**src/rtl/alu_pkg.sv**
```systemverilog
// alu_pkg: shared ALU opcode type, opcode constants and datapath width.
package alu_pkg;
    typedef logic [2:0] alu_op_t;
    localparam alu_op_t ALU_AND = 3'b000;
    localparam alu_op_t ALU_OR  = 3'b001;
    localparam alu_op_t ALU_ADD = 3'b010;
    localparam alu_op_t ALU_SUB = 3'b110;
    localparam alu_op_t ALU_SLT = 3'b111;
    localparam int ALU_WIDTH = 32;
endpackage

```
**src/rtl/alu_flopr_mux2_if.sv**
```systemverilog
// alu_flopr_mux2_if: bundles the ALU, register and mux signals of the primitive wrapper.
interface alu_flopr_mux2_if import alu_pkg::*; #(parameter int WIDTH = 32) ();
    logic                 en;
    logic [WIDTH-1:0]     d;
    logic [WIDTH-1:0]     q;
    logic [WIDTH-1:0]     d0;
    logic [WIDTH-1:0]     d1;
    logic                 s;
    logic [WIDTH-1:0]     m_y;
    logic [ALU_WIDTH-1:0] a;
    logic [ALU_WIDTH-1:0] b;
    alu_op_t              f;
    logic                 cout;
    logic                 zero;
    logic [ALU_WIDTH-1:0] y;
    modport master (output en, d, d0, d1, s, a, b, f, input q, m_y, cout, zero, y);
    modport slave  (input en, d, d0, d1, s, a, b, f, output q, m_y, cout, zero, y);
endinterface

```
**src/rtl/alu.sv**
```systemverilog
// alu: combinational 32-bit MIPS ALU; ALU_OVF_SLT_EN makes SLT a true signed compare.
module alu import alu_pkg::*; (
    input  logic [ALU_WIDTH-1:0] a,
    input  logic [ALU_WIDTH-1:0] b,
    input  alu_op_t              f,
    output logic                 cout,
    output logic                 zero,
    output logic [ALU_WIDTH-1:0] y
);
    logic [ALU_WIDTH-1:0] bb;
    logic [ALU_WIDTH-1:0] sum;
    logic                 lt;
    assign bb = f[2] ? ~b : b;
    alu_adder u_adder (.a(a), .b(bb), .cin(f[2]), .sum(sum), .cout(cout));
`ifdef ALU_OVF_SLT_EN
    assign lt = sum[31] ^ ((a[31] == bb[31]) & (sum[31] != a[31]));
`else
    assign lt = sum[31];
`endif
    // logic ops use bb so the f[2] codes give and-not / or-not for free
    always_comb begin
        y = (f[1:0] == 2'b00) ? a & bb :
            (f[1:0] == 2'b01) ? a | bb :
            (f == ALU_ADD || f == ALU_SUB) ? sum :
            (f == ALU_SLT) ? {{(ALU_WIDTH-1){1'b0}}, lt} : '0;
        zero = (y == '0);
    end
endmodule

```
**src/rtl/alu_adder.sv**
```systemverilog
// alu_adder: 32-bit a + b + cin with carry out.
module alu_adder import alu_pkg::*; (
    input  logic [ALU_WIDTH-1:0] a,
    input  logic [ALU_WIDTH-1:0] b,
    input  logic                 cin,
    output logic [ALU_WIDTH-1:0] sum,
    output logic                 cout
);
    assign {cout, sum} = {1'b0, a} + {1'b0, b} + {{ALU_WIDTH{1'b0}}, cin};
endmodule

```
**src/rtl/flopr.sv**
```systemverilog
// flopr: enable-gated register with asynchronous active-high reset to RESET_VALUE.
module flopr #(
    parameter int               WIDTH       = 32,
    parameter logic [WIDTH-1:0] RESET_VALUE = '0
) (
    input  logic             clk,
    input  logic             reset,
    input  logic             en,
    input  logic [WIDTH-1:0] d,
    output logic [WIDTH-1:0] q
);
    logic [WIDTH-1:0] q_d, q_q;
    // load d when enabled, otherwise hold
    always_comb q_d = en ? d : q_q;
    // reset wins over any clock edge
    always_ff @(posedge clk or posedge reset)
        if (reset) q_q <= RESET_VALUE;
        else       q_q <= q_d;
    assign q = q_q;
endmodule

```
**src/rtl/mux2.sv**
```systemverilog
// mux2: combinational 2:1 select.
module mux2 #(parameter int WIDTH = 32) (
    input  logic [WIDTH-1:0] d0,
    input  logic [WIDTH-1:0] d1,
    input  logic             s,
    output logic [WIDTH-1:0] y
);
    assign y = s ? d1 : d0;
endmodule

```
**src/rtl/alu_flopr_mux2.sv**
```systemverilog
// alu_flopr_mux2: exposes alu, flopr and mux2 side by side (ALU_OVF_SLT_EN selects signed SLT).
module alu_flopr_mux2 import alu_pkg::*; #(
    parameter int               WIDTH       = 32,
    parameter logic [WIDTH-1:0] RESET_VALUE = '0
) (
    input logic          clk,
    input logic          reset,
    alu_flopr_mux2_if.slave bus
);
    alu u_alu (.a(bus.a), .b(bus.b), .f(bus.f), .cout(bus.cout), .zero(bus.zero), .y(bus.y));
    flopr #(.WIDTH(WIDTH), .RESET_VALUE(RESET_VALUE)) u_flopr (
        .clk(clk), .reset(reset), .en(bus.en), .d(bus.d), .q(bus.q)
    );
    mux2 #(.WIDTH(WIDTH)) u_mux2 (.d0(bus.d0), .d1(bus.d1), .s(bus.s), .y(bus.m_y));
endmodule

```
**src/flat_wrapper.sv**
```systemverilog
// flat-port wrapper written by rule: the top's interface ports become plain ports
module alu_flopr_mux2_flat import alu_pkg::*;
#(
    parameter int               WIDTH       = 32,
    parameter logic [WIDTH-1:0] RESET_VALUE = '0
)
  (clk, reset, bus_en, bus_d, bus_d0, bus_d1, bus_s, bus_a, bus_b, bus_f, bus_q, bus_m_y, bus_cout, bus_zero, bus_y);
  alu_flopr_mux2_if #(.WIDTH(WIDTH)) bus_i ();
  input logic clk;
  input logic reset;
  input wire logic [$bits(bus_i.en)-1:0] bus_en;
  input wire logic [$bits(bus_i.d)-1:0] bus_d;
  input wire logic [$bits(bus_i.d0)-1:0] bus_d0;
  input wire logic [$bits(bus_i.d1)-1:0] bus_d1;
  input wire logic [$bits(bus_i.s)-1:0] bus_s;
  input wire logic [$bits(bus_i.a)-1:0] bus_a;
  input wire logic [$bits(bus_i.b)-1:0] bus_b;
  input wire logic [$bits(bus_i.f)-1:0] bus_f;
  output wire logic [$bits(bus_i.q)-1:0] bus_q;
  output wire logic [$bits(bus_i.m_y)-1:0] bus_m_y;
  output wire logic [$bits(bus_i.cout)-1:0] bus_cout;
  output wire logic [$bits(bus_i.zero)-1:0] bus_zero;
  output wire logic [$bits(bus_i.y)-1:0] bus_y;
  assign bus_i.en = bus_en;
  assign bus_i.d = bus_d;
  assign bus_i.d0 = bus_d0;
  assign bus_i.d1 = bus_d1;
  assign bus_i.s = bus_s;
  assign bus_i.a = bus_a;
  assign bus_i.b = bus_b;
  assign bus_i.f = bus_f;
  assign bus_q = bus_i.q;
  assign bus_m_y = bus_i.m_y;
  assign bus_cout = bus_i.cout;
  assign bus_zero = bus_i.zero;
  assign bus_y = bus_i.y;
  alu_flopr_mux2 #(.WIDTH(WIDTH), .RESET_VALUE(RESET_VALUE)) u_core (.clk(clk), .reset(reset), .bus(bus_i));
endmodule
```
**config.mk**
```make
export PLATFORM = sky130hd
export DESIGN_NAME = alu_flopr_mux2_flat
export DESIGN_NICKNAME = d
export VERILOG_FILES = /design/src/rtl/alu_pkg.sv /design/src/rtl/alu_flopr_mux2_if.sv /design/src/rtl/alu.sv /design/src/rtl/alu_adder.sv /design/src/rtl/flopr.sv /design/src/rtl/mux2.sv /design/src/rtl/alu_flopr_mux2.sv /design/src/flat_wrapper.sv
export SDC_FILE = /design/constraint.sdc
export NUM_CORES = 1
export LEC_CHECK = 0
export ABC_AREA = 1
export BUFFER_PORTS_ARGS = -buffer_cell sky130_fd_sc_hd__buf_2
export CORE_MARGIN = 2
export CORE_UTILIZATION = 53
export CTS_CLUSTER_DIAMETER = 120
export DETAILED_ROUTE_END_ITERATION = 10
export HOLD_SLACK_MARGIN = 0.1
export PLACE_DENSITY_LB_ADDON = 0.25
export SLEW_MARGIN = 40
export SYNTH_ARGS = -nofsm -noshare
export SYNTH_HDL_FRONTEND = slang
export SYNTH_SLANG_ARGS = --single-unit
```
**constraint.sdc**
```tcl
create_clock -name clk -period 7.9 [get_ports clk]
set_input_delay 0.79 -clock clk [delete_from_list [all_inputs] [get_ports clk]]
set_output_delay 0.79 -clock clk [all_outputs]
set_load 0.02 [all_outputs]
```
## After elaboration in Yosys (flattened, before gate mapping)

Cells that the tools add are included.

- Word-level logic and storage cells: 19
- Output and inout bits: 98
- Input port bits: 167
- Flip-flop bits (word level): 32

- Equality and inequality tests: 4
- $add $sub $neg: 2
- Muxes and demuxes: 6
- Reductions and logical operators: 3
- Bitwise operators: 3

Operators with widths:

| kind | count |
|---|---|
| $mux W32 | 5 |
| $add A32 B32 Y33 | 1 |
| $add A33 B1 Y33 | 1 |
| $and A32 B32 Y32 | 1 |
| $logic_not A32 Y1 | 1 |
| $not A32 Y32 | 1 |
| $or A32 B32 Y32 | 1 |
| $eq A3 B3 Y1 const B | 2 |
| $eq A3 B2 Y1 const B | 1 |
| $eq A2 B1 Y1 const B | 1 |
| $logic_not A2 Y1 | 1 |
| $logic_or A1 B1 Y1 | 1 |
| $mux W1 | 1 |

## Logic depth before layout (Yosys ltp)

- Depth in word-level cells: 9
- Mapped depth: 23
- Mapped depth without buffers: 21

## By module

Synthesis repeated with hierarchy kept, for this count alone.

- Cell total of the unflattened synthesis: 1096
- Area total of the unflattened synthesis: 5794.3 um^2

By module, submodules not included:

| module | area each (um^2) | times used | cells an instance |
|---|---|---|---|
| alu_adder | 2381.0 | 1 | 502 |
| alu | 1625.3 | 1 | 353 |
| flopr | 1296.2 | 1 | 137 |
| mux2 | 491.7 | 1 | 104 |

## Worst setup path after synthesis

Ideal clock, no wire load.

- Path kind: input port to output port
- Start: input port bus_f[2]
- End: output port bus_zero
- Required time: 7.110 ns
- Path slack: 3.590 ns
- Arrival time: 3.520 ns
- Stages: 20
- Path through: buf_4 -> buf_1 -> xnor2_1 -> inv_1 -> ha_1 -> nand2_1 -> inv_1 -> nand2_1 -> nand2_1 -> a21oi_1 -> nand2_1 -> nand2_1 -> nand3b_1 -> nand3_1 -> nand3_1 -> nor2_1 -> nand2_1 -> nor2_1 -> nand2_1 -> nor2_1

- Elaborated cells on any way between the ends: 14
- Classes of those cells: 2 x add/sub; 3 x eq/ne; 5 x mux; 2 x bitwise; 2 x reduce/logical

RTL lines:

| element | RTL line | RTL |
|---|---|---|
| start, declared | flat_wrapper.sv:18 | `input wire logic [$bits(bus_i.f)-1:0] bus_f;` |
| $mux W32 | alu.sv:13 | `assign bb = f[2] ? ~b : b;` |
| $add A32 B32 Y33 | alu_adder.sv:9 | `assign {cout, sum} = {1'b0, a} + {1'b0, b} + {{ALU_WIDTH{1'b0}}, cin};` |
| $add A33 B1 Y33 | alu_adder.sv:9 |  |
| $mux W32 | alu.sv:24 | `(f == ALU_ADD \|\| f == ALU_SUB) ? sum :` |
| $mux W32 | alu.sv:23 | `(f[1:0] == 2'b01) ? a \| bb :` |
| $mux W32 (*) | alu.sv:22 | `y = (f[1:0] == 2'b00) ? a & bb :` |
| net bus_y[19] | flat_wrapper.sv:23 | `output wire logic [$bits(bus_i.y)-1:0] bus_y;` |
| $logic_not A32 Y1 (*) | alu.sv:26 | `zero = (y == '0);` |
| end, declared | flat_wrapper.sv:22 | `output wire logic [$bits(bus_i.zero)-1:0] bus_zero;` |

Mark *: on every way through the listed nets, which the timed path passes. The rest lies on a longest branch.

## Final worst setup path

- Start: input port bus_f[2]
- End: output port bus_zero

- Word-level cells in the longest chain between the ends: 8
- Elaborated cells on any way between the ends: 14
- Classes of those cells: 2 x add/sub; 3 x eq/ne; 5 x mux; 2 x bitwise; 2 x reduce/logical

Ends and longest elaborated chain:

| element | RTL line | RTL |
|---|---|---|
| $mux W32 | alu.sv:13 |  |
| $add A32 B32 Y33 | alu_adder.sv:9 |  |
| $add A33 B1 Y33 | alu_adder.sv:9 |  |
| $mux W1 | alu.sv:25 | `(f == ALU_SLT) ? {{(ALU_WIDTH-1){1'b0}}, lt} : '0;` |
| $mux W32 | alu.sv:24 |  |
| $mux W32 | alu.sv:23 |  |
| $mux W32 (*) | alu.sv:22 |  |
| $logic_not A32 Y1 (*) | alu.sv:26 |  |

Every way passes the cells marked *; elsewhere a longest branch is shown, timed or not.

==> metrics.txt <==
# TYPE chip_impl_metric gauge
chip_impl_info{name="run_status",value="finished, final reports clean"} 1
chip_impl_metric{name="post_route_cells_drive_above_1_share",unit="%"} 33.3
chip_impl_metric{name="post_synthesis_cells",unit=""} 900
chip_impl_metric{name="design.final.nets",unit=""} 1388
chip_impl_metric{name="routed_wl",unit="mm"} 17.7
chip_impl_metric{name="grt_pass1_wl",unit="mm"} 27.6
chip_impl_metric{name="numCtsBuffers",unit=""} 5
chip_impl_metric{name="detail-route-antenna-nets",unit=""} 0
chip_impl_metric{name="slack_of_the_worst_reg_to_reg_path",unit="ns"} 7.12
chip_impl_info{name="critPathSlowestCell",value="buf_4"} 1
chip_impl_metric{name="htree_num_levels",unit=""} 2
chip_impl_metric{name="grt_antenna_before_repair",unit=""} 0
chip_impl_metric{name="power_leakage",unit="nW"} 4.38
chip_impl_metric{name="final_cells",unit=""} 1292
chip_impl_metric{name="finish.instance_area",unit="sq um"} 7250
chip_impl_metric{name="number_of_antenna_cells_inserted",unit=""} 0
chip_impl_metric{name="core_area",unit="sq um"} 10400
chip_impl_metric{name="clock.fmax",unit="GHz"} 0.220
chip_impl_info{name="clk_root_buf",value="clkbuf_8"} 1
chip_impl_metric{name="syn-cell-area",unit="sq um"} 5720
chip_impl_info{name="worstHoldEndpoint",value="u_core.u_flopr.q[15]"} 1
chip_impl_metric{name="postSynthRegisterBits",unit=""} 32
chip_impl_metric{name="max_slew_margin",unit="%"} 53.0
chip_impl_metric{name="hold_viol",unit=""} 0
chip_impl_info{name="path_common_cell",value="nand2_1"} 1
chip_impl_info{name="cts_tree",value="done"} 1
chip_impl_metric{name="finalSetupViolations",unit=""} 0
chip_impl_metric{name="finalClockSkew",unit="ns"} 0
chip_impl_info{name="final_common_cell",value="buf_2"} 1
chip_impl_metric{name="std_cell_rows",unit=""} 37
chip_impl_metric{name="die_x",unit="um"} 108
chip_impl_metric{name="areaGrowthSynthToFinish",unit="%"} 26.7
chip_impl_metric{name="dpl_worst_slack",unit="ns"} 3.35
chip_impl_metric{name="worst_hold_path.num_cells",unit=""} 1
chip_impl_metric{name="drt-initial-drc-count",unit=""} 401
chip_impl_metric{name="numPortBuffers",unit=""} 264
chip_impl_metric{name="dp_cells",unit=""} 1284
chip_impl_info{name="rr_startpoint",value="u_core.u_flopr.q[28]"} 1
chip_impl_metric{name="gp_congestion",unit=""} 1.04
chip_impl_metric{name="dr_total_vias",unit=""} 6463
chip_impl_metric{name="via_per_inst",unit=""} 5.00
chip_impl_metric{name="power_per_cell_area",unit="nW/um^2"} 125
chip_impl_metric{name="drv_slew",unit=""} 0
chip_impl_metric{name="dpl_cell_area",unit="sq um"} 7160
chip_impl_metric{name="ctsResizeCount",unit=""} 0
chip_impl_metric{name="timing.setup.tns",unit="ns"} 0
chip_impl_metric{name="maximum_fanout_along_the_worst_path",unit=""} 35
chip_impl_metric{name="ys_warn_count",unit=""} 0
chip_impl_metric{name="final_util",unit="%"} 69.6
chip_impl_metric{name="pre_repair_dr_iteration_count",unit=""} 5
chip_impl_metric{name="ioPinCount",unit=""} 265
chip_impl_metric{name="die-height",unit="um"} 108
chip_impl_metric{name="maxCapViolations",unit=""} 0
chip_impl_metric{name="pin_slew_with_the_least_headroom_to_its_limit",unit="ns"} 0.705
chip_impl_metric{name="total_nets_after_synthesis",unit=""} 1133
chip_impl_metric{name="synth.distinct_cells",unit=""} 36
chip_impl_info{name="start_kind",value="primary input"} 1
chip_impl_info{name="setup.worst_path.class",value="primary input to output pin"} 1
chip_impl_metric{name="grt_overflow",unit=""} 0
chip_impl_metric{name="timing.final.crit_period",unit="ns"} 4.54
chip_impl_info{name="timing.rr.end",value="u_core.u_flopr.q[28]"} 1
chip_impl_metric{name="grt_max_degree",unit=""} 36
chip_impl_metric{name="cts_max_path_buffers",unit=""} 2
chip_impl_metric{name="cp.required",unit="ns"} 7.11
chip_impl_metric{name="drt-wirelength-per-cell",unit="um"} 13.7
chip_impl_metric{name="timing.critical_path.arrival",unit="ns"} 3.75
chip_impl_metric{name="grt_pass1_vias",unit=""} 6038
chip_impl_metric{name="floorplan.initialDensity",unit="%"} 54.9
chip_impl_info{name="worst_hold_path_type",value="flip-flop to flip-flop"} 1
chip_impl_metric{name="vdd_drop_max",unit="uV"} 157
chip_impl_metric{name="cts_hold_repair.buffers",unit=""} 0
chip_impl_metric{name="post_cts.repair.setup_buffers",unit=""} 0
chip_impl_metric{name="fill_cells",unit=""} 958
chip_impl_metric{name="largest_register_ffs",unit=""} 32
chip_impl_metric{name="timing.final.ws_setup",unit="ns"} 3.36
chip_impl_metric{name="min_period_over_period",unit="%"} 57.5
chip_impl_info{name="crit_chain",value="buf_4 -> xnor2_1 -> inv_1 -> ha_1 -> nand2_1 -> nand2_1 -> nand2_1 -> nand2_1 -> nand2_1 -> nand3_2 -> a21oi_1 -> nand2_1 -> nand2_1 -> o21bai_1 -> nor2_1 -> nand2_1 -> nor2_1 -> nand2_1 -> nor2_1 -> buf_2"} 1
chip_impl_metric{name="synth_seq_area_share",unit="%"} 14.0
chip_impl_info{name="cp-end-kind",value="output pin"} 1
chip_impl_metric{name="worst_r2r_path_depth",unit=""} 1
chip_impl_metric{name="worstSkewPairLatency",unit="ns"} 0.28
chip_impl_metric{name="drcViolationCount",unit=""} 0
chip_impl_metric{name="clock_sink_count",unit=""} 32
chip_impl_info{name="rsz_0062_raised_after_global_routing",value="no"} 1
chip_impl_metric{name="syn_avg_cell_area",unit="sq um"} 6.35
chip_impl_info{name="hold_path.startpoint",value="u_core.u_flopr.q[15]"} 1
chip_impl_metric{name="dp_hpwl",unit="mm"} 15.0
chip_impl_metric{name="die-area",unit="sq um"} 11600
chip_impl_metric{name="critical_path.max_stage_delay",unit="ns"} 0.47
chip_impl_metric{name="grt.total_usage",unit="%"} 29.4
chip_impl_info{name="final_cell_mix",value="buf_2, nand2_1, inv_1"} 1
chip_impl_metric{name="clkSlewWorstSetupHoldPaths",unit="ns"} 0.06
worst max-delay path, delay by kind of cell:
| kind | cells | cell delay [ns] |
|---|---|---|
| and+or+nand+nor | 13 | 1.24 |
| buffers and inverters | 3 | 0.73 |
| AOI/OAI and AO/OA | 2 | 0.40 |
| adders and majority gates | 1 | 0.33 |
| xor gates and xnor gates | 1 | 0.24 |
through the flow:
step / hold slack (ns) / total power [W]
6_report: 0.503 / 0.000905
5_1_grt: 0.521 / 0.000976
2_1_floorplan: 0.636 / 0.000593
3_5_place_dp: 0.489 / 0.000773
4_1_cts: 0.505 / 0.000905
3_3_place_gp: 0.485 / 0.000765
layer usage:
| metal | share of wire [%] | vias up | global-route usage (%) |
|---|---|---|---|
| met2 | 47 | 298 | 51.1 |
| met4 | 2.1 | 0 | 8.97 |
| li1 | - | 3311 | - |
| met1 | 41 | 2824 | 36.6 |
| met3 | 9.5 | 30 | 5.63 |
| met5 | 0 | - | 0 |
cell usage after synthesis, drive strengths merged:
library cell | instances | area share, %
and2 | 3 | 0.33
clkbuf | 6 | 0.39
buf | 13 | 0.98
nand2 | 266 | 18
a21oi | 31 | 2.9
nand3 | 55 | 5.3
o211ai | 1 | 0.13
o221ai | 6 | 0.92
o21a | 2 | 0.26
o311ai | 1 | 0.15
or2 | 9 | 0.98
xor2 | 2 | 0.31
nor3 | 6 | 0.70
nand4 | 6 | 0.66
mux2 | 64 | 13
inv | 198 | 13
nand3b | 10 | 1.3
nor2 | 62 | 4.4
o21ai | 6 | 0.53
dfrtp | 32 | 14
o22ai | 16 | 1.8
xnor2 | 31 | 4.7
ha | 65 | 14
fa | 1 | 0.35
o21bai | 8 | 1.1
power by group:
group	switching [W]	internal, W
logic	0.000369	0.000219
registers	0.00000861	0.000180
clock network	0.0000571	0.0000709
total	0.000434	0.000470
kinds of logic (layout without fill, tap and decap cells):
family | count (synthesis) | after routing | share of synthesized area (%)
AOI/OAI and AO/OA | 71 | 71 | 7.70
buffers and inverters | 217 | 473 | 14.4
adders and majority gates | 66 | 66 | 14.6
DFF | 32 | 32 | 14.0
muxes | 64 | 64 | 12.6
xor gates and xnor gates | 33 | 33 | 5.05
and+or+nand+nor | 417 | 417 | 31.7
how the worst max path moves through the flow:
stage / startpoint / to / slack, ns / cells after the start
final: bus_f[2] / bus_zero / 3.36 / 20
after global routing: bus_f[2] / bus_zero / 3.10 / 19
after CTS: bus_f[2] / bus_zero / 3.34 / 17
after detailed placement: bus_f[2] / bus_zero / 3.35 / 17
after global placement: bus_f[2] / bus_zero / 3.02 / 19
after floorplan: bus_f[2] / bus_zero / 3.59 / 20
final cells by class:
cell class	instances	area [sq um]	area share, %
tap	136	170	2.35
timing repair buffer	267	1350	18.6
sequential	32	801	11.1
multi-input combinational	651	4100	56.5
clock buffer	8	90.1	1.24
inverter	198	743	10.3
Note: power is estimated with default switching activity, not from simulation.
